`src/rtl/rmii_pkg.sv`:
```
// rtl/rmii_pkg.sv - shared RMII receive/transmit types and constants
package rmii_pkg;

  typedef enum logic [1:0] {IDLE, PRE, DATA, DROP} rx_state_t;

  localparam logic [1:0]  PRE_DIBIT   = 2'b01;
  localparam logic [1:0]  SFD_DIBIT   = 2'b11;
  localparam logic [31:0] CRC_INIT    = 32'hFFFFFFFF;
  localparam logic [31:0] CRC_POLY_R  = 32'hEDB88320;
  localparam logic [31:0] CRC_RESIDUE = 32'hDEBB20E3;

endpackage

```
`src/rtl/rmii_crc32_d2.sv`:
```
// rtl/rmii_crc32_d2.sv - combinational reflected CRC-32 step for one dibit (LSB first)
module rmii_crc32_d2
  import rmii_pkg::*;
(
  input  logic [31:0] crc,
  input  logic [1:0]  din,
  output logic [31:0] crc_next
);

  function automatic logic [31:0] step(input logic [31:0] c, input logic b);
    return (c[0] ^ b) ? ((c >> 1) ^ CRC_POLY_R) : (c >> 1);
  endfunction

  assign crc_next = step(step(crc, din[0]), din[1]);

endmodule

```
`src/rtl/rmii_rx_deframer.sv`:
```
// rtl/rmii_rx_deframer.sv - RMII receive deframer: preamble/SFD strip, dibit-to-byte, frame status
// Optional FCS checking is built when RMII_RX_CRC_EN is defined.
module rmii_rx_deframer
  import rmii_pkg::*;
#(
  parameter int MIN_PRE = 4,
  parameter int MAX_LEN = 1536,
  parameter int CNT_W   = 11
) (
  input  logic             clk,
  input  logic             rst,
  input  logic [1:0]       i_erxd,
  input  logic             i_erx_dv,
  input  logic             i_erx_er,
  output logic [7:0]       o_data,
  output logic             o_valid,
  output logic             o_sof,
  output logic             o_eof,
  output logic             o_err,
  output logic             o_crc_err,
  output logic [CNT_W-1:0] o_len
);

  localparam int PRE_W = $clog2(MIN_PRE + 1);

  logic [1:0]       rxd_q;
  logic             dv_q;
  logic             er_q;
  rx_state_t        state;
  rx_state_t        state_nx;
  logic [PRE_W-1:0] pre_cnt;
  logic [1:0]       phase;
  logic [5:0]       asm_q;
  logic [7:0]       hold;
  logic             hold_full;
  logic             first_pending;
  logic [CNT_W-1:0] byte_cnt;
  logic             ovf;
  logic             rx_err;
  logic             crc_bad;
  logic             frame_start;
  logic             data_dibit;
  logic             frame_end;
  logic             byte_done;

  always_ff @(posedge clk or posedge rst) begin
    if (rst) state <= IDLE;
    else     state <= state_nx;
  end

  always_comb begin
    state_nx    = state;
    frame_start = 1'b0;
    data_dibit  = 1'b0;
    frame_end   = 1'b0;
    byte_done   = 1'b0;
    case (state)
      IDLE: if (dv_q) state_nx = (rxd_q == PRE_DIBIT) ? PRE : DROP;
      PRE: begin
        if (!dv_q)                   state_nx = IDLE;
        else if (rxd_q == PRE_DIBIT) state_nx = PRE;
        else if (rxd_q == SFD_DIBIT && pre_cnt >= PRE_W'(MIN_PRE)) begin
          state_nx    = DATA;
          frame_start = 1'b1;
        end
        else                         state_nx = DROP;
      end
      DATA: begin
        if (!dv_q) begin
          state_nx  = IDLE;
          frame_end = 1'b1;
        end else begin
          data_dibit = 1'b1;
          byte_done  = (phase == 2'd3);
        end
      end
      DROP: if (!dv_q) state_nx = IDLE;
      default: state_nx = IDLE;
    endcase
  end

  always_ff @(posedge clk or posedge rst) begin
    if (rst) begin
      rxd_q         <= '0;
      dv_q          <= 1'b0;
      er_q          <= 1'b0;
      pre_cnt       <= '0;
      phase         <= '0;
      asm_q         <= '0;
      hold          <= '0;
      hold_full     <= 1'b0;
      first_pending <= 1'b0;
      byte_cnt      <= '0;
      ovf           <= 1'b0;
      rx_err        <= 1'b0;
      o_data        <= '0;
      o_valid       <= 1'b0;
      o_sof         <= 1'b0;
      o_eof         <= 1'b0;
      o_err         <= 1'b0;
      o_crc_err     <= 1'b0;
      o_len         <= '0;
    end else begin
      rxd_q     <= i_erxd;
      dv_q      <= i_erx_dv;
      er_q      <= i_erx_er;
      o_valid   <= 1'b0;
      o_sof     <= 1'b0;
      o_eof     <= 1'b0;
      o_err     <= 1'b0;
      o_crc_err <= 1'b0;
      o_len     <= '0;

      if (state == IDLE && dv_q && rxd_q == PRE_DIBIT)
        pre_cnt <= PRE_W'(1);
      else if (state == PRE && rxd_q == PRE_DIBIT && pre_cnt != PRE_W'(MIN_PRE))
        pre_cnt <= pre_cnt + PRE_W'(1);

      if (frame_start) begin
        phase         <= '0;
        hold_full     <= 1'b0;
        first_pending <= 1'b1;
        byte_cnt      <= '0;
        ovf           <= 1'b0;
        rx_err        <= 1'b0;
      end

      if (data_dibit) begin
        phase <= phase + 2'd1;
        if (er_q) rx_err <= 1'b1;
        case (phase)
          2'd0:    asm_q[1:0] <= rxd_q;
          2'd1:    asm_q[3:2] <= rxd_q;
          2'd2:    asm_q[5:4] <= rxd_q;
          default: ;
        endcase
      end

      // A completed byte waits in hold so the frame's last byte can carry eof.
      if (byte_done) begin
        if (byte_cnt < CNT_W'(MAX_LEN)) begin
          hold      <= {rxd_q, asm_q};
          hold_full <= 1'b1;
          byte_cnt  <= byte_cnt + CNT_W'(1);
          if (hold_full) begin
            o_valid       <= 1'b1;
            o_data        <= hold;
            o_sof         <= first_pending;
            first_pending <= 1'b0;
          end
        end else begin
          ovf <= 1'b1;
        end
      end

      if (frame_end) begin
        hold_full <= 1'b0;
        if (hold_full) begin
          o_valid   <= 1'b1;
          o_data    <= hold;
          o_sof     <= first_pending;
          o_eof     <= 1'b1;
          o_len     <= byte_cnt;
          o_err     <= rx_err | ovf | (phase != 2'd0) | crc_bad;
          o_crc_err <= crc_bad;
        end
      end
    end
  end

`ifdef RMII_RX_CRC_EN
  logic [31:0] crc;
  logic [31:0] crc_nx;

  rmii_crc32_d2 u_crc (
    .crc      (crc),
    .din      (rxd_q),
    .crc_next (crc_nx)
  );

  always_ff @(posedge clk or posedge rst) begin
    if (rst)              crc <= CRC_INIT;
    else if (frame_start) crc <= CRC_INIT;
    else if (data_dibit)  crc <= crc_nx;
  end

  assign crc_bad = (crc != CRC_RESIDUE);
`else
  assign crc_bad = 1'b0;
`endif

endmodule
```
`config.mk`:
```
export PLATFORM = sky130hd
export DESIGN_NAME = rmii_rx_deframer
export DESIGN_NICKNAME = d
export VERILOG_FILES = /design/src/rtl/rmii_pkg.sv /design/src/rtl/rmii_crc32_d2.sv /design/src/rtl/rmii_rx_deframer.sv
export SDC_FILE = /design/constraint.sdc
export NUM_CORES = 1
export LEC_CHECK = 0
export CAP_MARGIN = 15
export CORE_ASPECT_RATIO = 0.6
export CORE_MARGIN = 2
export CORE_UTILIZATION = 59
export CTS_CLUSTER_SIZE = 28
export DETAILED_ROUTE_END_ITERATION = 7
export GPL_TIMING_DRIVEN = 0
export HOLD_SLACK_MARGIN = 0.15
export PLACE_DENSITY = 0.87
export SYNTH_ARGS = -nofsm -noshare
export SYNTH_HDL_FRONTEND = slang
export SYNTH_HIERARCHICAL = 1
export SYNTH_SLANG_ARGS = --single-unit
```
`constraint.sdc`:
```
create_clock -name clk -period 3.6 [get_ports clk]
set_input_delay 0.72 -clock clk [delete_from_list [all_inputs] [get_ports clk]]
set_output_delay 0.72 -clock clk [all_outputs]
set_load 0.01 [all_outputs]
```
==> results of run 1 <==
[per-stage QoR]
stage | area (um^2) | power (mW) | setup slack [ns] | std cells | utilization, %
2_1_floorplan | 2640 | 1.16 | 1.31 | 219 | -
3_3_place_gp | 3000 | 1.27 | 0.358 | 307 | 71.2
3_5_place_dp | 3020 | 1.30 | 1.76 | 308 | 71.7
4_1_cts | 3230 | 1.95 | 1.61 | 324 | 76.7
5_1_grt | 3230 | 2.03 | 1.57 | 324 | 76.7
6_report | 3230 | 1.94 | 1.63 | 324 | 76.7
[cells in the mapped netlist (3+ instances only)]
| master | n | area (um^2) |
|---|---|---|
| a21oi_1 | 4 | 20.0 |
| and2_1 | 12 | 75.1 |
| buf_2 | 5 | 25.0 |
| dfrtp_1 | 63 | 1580 |
| ha_1 | 7 | 87.6 |
| inv_1 | 7 | 26.3 |
| mux2_2 | 7 | 78.8 |
| mux2_4 | 8 | 120 |
| mux2i_1 | 5 | 50.1 |
| nand2_1 | 47 | 176 |
| nand3_1 | 7 | 35.0 |
| nand4_1 | 3 | 18.8 |
| nor2_1 | 6 | 22.5 |
| o21ai_0 | 5 | 25.0 |
[power groups by stage]
stage	Sequential, mW	Combinational (mW)	Clock [mW]
after floorplan	0.945	0.215	0
after global placement	0.943	0.322	0
after detailed placement	0.957	0.340	0
after CTS	0.946	0.345	0.659
after global routing	0.966	0.379	0.685
final	0.947	0.343	0.651
[layout make-up]
class,instances,area (um^2)
Timing Repair Buffer,29,300
Buffer,7,40.0
Sequential cell,63,1580
Clock buffer,10,128
Inverter,7,26.3
Clock inverter,6,85.1
Fill cell,262,980
Tap cell,60,75.1
Multi-Input combinational cell,142,1000
[worst paths after layout]
path	cells past startpoint	to	slack, ns
worst min register to register	2	hold[4]$_DFFE_PP0P_	0.47
worst min-delay path	2	hold[4]$_DFFE_PP0P_	0.47
worst max register to register	5	byte_cnt[8]$_DFF_PP0_	1.76
worst max-delay path	1	o_data[4]	1.63
max in group asynchronous	3	phase[0]$_DFFE_PP0P_	2.16
min in group asynchronous	2	asynchronous set/reset pin	0.83
[cell families (layout without fill, tap and decap cells)]
family                     count (synthesis)  in the layout  share of synthesized area (%)
other                                      1              1                          0.142
and+or+nand+nor                           89             89                           17.4
buffers and inverters                     14             59                           2.51
DFF                                       63             63                           59.6
AOI/OAI and AO/OA                         24             24                           7.24
adders and majority gates                  7              7                           3.31
xor gates and xnor gates                   1              1                          0.331
muxes                                     20             20                           9.42
[routing by layer]
metal / GRT usage, % / up-vias
li1: - / 825
met1: 29.8 / 863
met2: 33.5 / 79
met3: 6.37 / 10
met4: 12.3 / 0
met5: 0 / -
==> impl_results.md, run 1 <==
- Outcome: completed
- Total detailed-routing wirelength: 5.09 mm
- Number of synthesized flops with an enable pin: 0
- Synth Net Count: 232
- Final HPWL DP: 3.48 mm
- Type of the most critical hold path: flop to flop
- Max clock buf depth: 2
- Post-route fraction of the period consumed by the critical path: 54.6%
- Worst min-delay path startpoint: asm_q[4]$_DFFE_PP0P_
- PD cells: 601 nW/um^2
- Clk root buf: clkbuf_8
- Clock tree from TritonCTS: built
- Die height: 55.9 um
- Post-synthesis cell count: 219
- Area of the core region: 4210 um^2
- Number of hold-slack violations in the final timing report: 0
- Summed negative setup slack over all endpoints: 0 ns
- Setup Viol. Count Final: 0
- H-tree levels: 3
- Fraction of final layout cells sized beyond drive strength 1: 17.8%
- Mean cell area of the mapped netlist: 12.1 um^2
- Largest net degree at the start of global routing: 38
- Power share of the combinational group: 17.7%
- Vias after detailed routing: 1777
- Wire length on met2: 2.39 mm
- Async set-reset flop share out of synthesis: 100%
- Routed metal-1 wire length: 2.25 mm
- Worst-margin pin slew: 0.742 ns
- Worst Skew: 0.0107 ns
- Maximum fanout along the worst path: 2
- Switching fraction of total power: 26.2%
- TritonRoute pass-1 iters: 7
- Die Outline Area: 5050 um^2
- Detailed-route DRC error count: 0
- Start of the worst register-to-register path: phase[0]$_DFFE_PP0P_
- Placer Congestion: 0.857
- Number of pins exceeding their max-slew limit in the final report: 0
- Detailed-route wire length per cell: 15.7 um
- Max Used Layer: met4
- Classification of the worst setup path: flop to output port
- Total of cells resized after clock tree synthesis: 0
- Clock edge transition at the registers on the reported setup and hold paths: 0.07 ns
- Syn Std Cell Area: 2640 um^2
- Kind of launch point of the worst setup path: flop
- # port buffers: 28
- Total CTS buffers: 9
- Bufs and invs on worst path: 1
- Chain of cells forming the critical path: clkdlybuf4s50_1
- Commonest non-fill, non-tap cells in the layout: dfrtp_1 (63), nand2_1 (47), clkdlybuf4s50_1 (28)
- Fraction of the yosys area taken by sequential cells: 59.6%
- Reg power frac: 48.8%
- Worst supply voltage drop on vdd: 0.442 mV
- Clk pwr share: 33.6%
- Met3 WL: 348 um
- RSZ-0062 raised after global routing: false
- Antenna viol nets, final: 0
- Final worst hold slack: 0.468 ns
- Max_cap viols: 0
- Critical path arrival: 1.25 ns
- Number of distinct standard cells referenced by the synthesized netlist: 40
- Final critical path time including I/O delays and setup: 1.97 ns
- TritonCTS sink count: 63
- Wire length of the first global-routing pass: 8.39 mm
- Sw Pwr: 0.509 mW
- Number of warning messages in the yosys log: 6
- Effective utilization at floorplan: 62.8%
- Cell with the largest stage delay on the worst path: clkdlybuf4s50_1
- Leakage power figure: 1.59 nW
- Maximum achievable frequency: 0.509 GHz
- GRT Residual Overflow: 0
- Area growth syn-to-layout: 22.2%
- Clock latency of the later-clocked register in the worst-skew pair: 0.34 ns
- Vias in the first global route: 1713
- CTS Hold Buffers Added: 0
- Critical Path Sink Type: output port
- Final #Nets: 272
- X dimension of the die: 90.4 um
- Number of DRC markers after the initial detailed-route iteration: 152
- Antenna diode instance count: 0
- Delay of the slowest critical-path stage: 0.54 ns
- Via/cell ratio: 5.48
- CP top delay family: buffers and inverters
- Global-route total usage across every layer: 22.4%
- Setup bufs post-CTS: 0
- Internal power: 1.43 mW
- Boundary pin count: 30
- Max-slew headroom: 50.5%
- Num rows: 18
- Primary flip-flop cell chosen by synthesis mapping: dfrtp_1
- Number of antenna violations at the first check in global routing: 0
- Post-synthesis sequential element count: 63
- Most common cell after layout, fill and taps aside: dfrtp_1
- Worst Path Required: 2.88 ns
Note: power is estimated with default switching activity, not from simulation.
==> run 2: changes to the inputs <==
--- a/config.mk
+++ b/config.mk
@@ -8,12 +8,12 @@
 export CAP_MARGIN = 15
 export CORE_ASPECT_RATIO = 0.6
 export CORE_MARGIN = 2
-export CORE_UTILIZATION = 59
+export CORE_UTILIZATION = 55
 export CTS_CLUSTER_SIZE = 28
 export DETAILED_ROUTE_END_ITERATION = 7
 export GPL_TIMING_DRIVEN = 0
 export HOLD_SLACK_MARGIN = 0.15
-export PLACE_DENSITY = 0.87
+export PLACE_DENSITY = 0.82
 export SYNTH_ARGS = -nofsm -noshare
 export SYNTH_HDL_FRONTEND = slang
 export SYNTH_HIERARCHICAL = 1
==> constraint.sdc (replaced) <==
create_clock -name clk -period 1.9 [get_ports clk]
set_input_delay 0.38 -clock clk [delete_from_list [all_inputs] [get_ports clk]]
set_output_delay 0.38 -clock clk [all_outputs]
set_load 0.01 [all_outputs]
==> run 2 against run 1 <==
  * Sequential power increased by 88%
  * Routed wire length decreased by 12%
  * Design area increased by 0.23%
  * Largest power group unchanged
  * Hold slack got worse by 0.064 ns
==> impl_results.md, run 2 (synthesized netlist as in run 1, its figures left out) <==
- Type of the most critical hold path: primary input to asynchronous set/reset pin
- Effective utilization at floorplan: 57.6%
- Placer Congestion: 0.805
- Worst reg2reg path depth: 5
- Detailed-route DRC error count: 0
- H-tree levels: 3
- Kind of launch point of the worst setup path: flop
- RSZ-0062 raised after global routing: false
- GRT Residual Overflow: 0
- Classification of the worst setup path: flop to flop
- Met3 WL: 362 um
- TritonCTS sink count: 63
- PD cells: 1130 nW/um^2
- Final-layout fill cell count: 321
- Wire length on met2: 1.91 mm
- Setup Viol. Count Final: 0
- Final core area utilization: 70.6%
- Worst Path Required: 2.13 ns
- Vias in the first global route: 1583
- Via/cell ratio: 5.17
- Die height: 57.7 um
- Detailed-route wire length per cell: 13.7 um
- Chain of cells forming the critical path: ha_1 -> nand4b_4 -> a21oi_4 -> a21oi_4 -> mux2_4
- Flop-to-flop setup slack: 0.11 ns
- Start of the worst register-to-register path: phase[0]$_DFFE_PP0P_
- Critical path arrival: 2.02 ns
- Final critical path time including I/O delays and setup: 1.79 ns
- Leakage power figure: 1.59 nW
- Number of antenna violations at the first check in global routing: 0
- Total CTS buffers: 9
- Commonest non-fill, non-tap cells in the layout: dfrtp_1 (63), nand2_1 (47), clkdlybuf4s50_1 (28)
- Final #Nets: 272
- Setup bufs post-CTS: 0
- Clock tree from TritonCTS: built
- Clock edge transition at the registers on the reported setup and hold paths: 0.07 ns
- Number of pins exceeding their max-slew limit in the final report: 0
- Largest net degree at the start of global routing: 44
- DP Worst Slack: 0.121 ns
- Total detailed-routing wirelength: 4.50 mm
- Worst Skew: 0.00639 ns
- Worst supply voltage drop on vdd: 0.576 mV
- Vias after detailed routing: 1690
- Placed standard-cell area: 3030 um^2
- CP top delay family: compound AO/OA/AOI/OAI gates
- Final HPWL DP: 3.09 mm
- Cell with the largest stage delay on the worst path: a21oi_4
- Num rows: 19
- Non-Filler Cell Area, Final: 3240 um^2
- Post-route fraction of the period consumed by the critical path: 94.1%
- Bufs and invs on worst path: 0
- Area growth syn-to-layout: 22.5%
- Global-route total usage across every layer: 20.2%
- Max clock buf depth: 2
- Wire length of the first global-routing pass: 7.76 mm
- Crit-path most repeated cell: a21oi_4
- Maximum achievable frequency: 0.559 GHz
- Max_cap viols: 0
- Fraction of final layout cells sized beyond drive strength 1: 17.8%
- Number of hold-slack violations in the final timing report: 0
- Antenna viol nets, final: 0
- X dimension of the die: 93.5 um
- Summed negative setup slack over all endpoints: 0 ns
- Critical Path Sink Type: flop
- Max Used Layer: met4
- Worst path setup slack after routing: 0.112 ns
- TritonRoute pass-1 iters: 5
- Delay of the slowest critical-path stage: 0.44 ns
- Clk root buf: clkbuf_8
- # port buffers: 28
- Power, Total: 3.65 mW
- Boundary pin count: 30
- Outcome: completed
- Most common cell after layout, fill and taps aside: dfrtp_1
- Maximum fanout along the worst path: 10
- Routed metal-1 wire length: 2.15 mm
- Total of cells resized after clock tree synthesis: 0
- Number of DRC markers after the initial detailed-route iteration: 102
- Die Outline Area: 5400 um^2
- Clock latency of the later-clocked register in the worst-skew pair: 0.35 ns
- CTS Hold Buffers Added: 0
- Antenna diode instance count: 0
- Area of the core region: 4590 um^2
run 2: worst max path at each step:
stage / start / to / slack [ns] / cells past startpoint
after floorplan: phase[0]$_DFFE_PP0P_ / flop / 0.30 / 5
after global placement: rst / pre_cnt[0]$_DFFE_PP0P_ / 0.07 / 2
after detailed placement: phase[0]$_DFFE_PP0P_ / flop / 0.12 / 5
after CTS: phase[0]$_DFFE_PP0P_ / flop / 0.11 / 5
after global routing: phase[0]$_DFFE_PP0P_ / flop / 0.04 / 5
final: phase[0]$_DFFE_PP0P_ / flop / 0.11 / 5
run 2: stage by stage:
stage / hold WS [ns] / cells
finish: 0.404 / 327
global route: 0.424 / 327
CTS: 0.409 / 327
detailed placement: 0.456 / 311
global placement: 0.447 / 310
floorplan: 0.411 / 219
run 2: cell type report:
class / count / area, um^2 / area share, %
buffer: 7 / 40.0 / 1.24
clock buffer: 10 / 128 / 3.94
clock inverter: 6 / 85.1 / 2.63
inverter: 7 / 30.0 / 0.927
multi-input combinational: 142 / 1000 / 30.9
sequential: 63 / 1580 / 48.7
tap: 63 / 78.8 / 2.43
timing repair buffer: 29 / 300 / 9.27
run 2: metal layers:
metal  vias to the layer above  GRT usage, %
met4                         0          7.56
li1                        831             -
met2                        56          27.6
met1                       798          27.8
met5                         -             0
met3                         5          10.1
run 2: where the power goes:
part / internal, mW / total (mW) / switching [mW]
logic: 0.368 / 0.633 / 0.265
clock network: 0.733 / 1.23 / 0.499
registers: 1.61 / 1.78 / 0.174
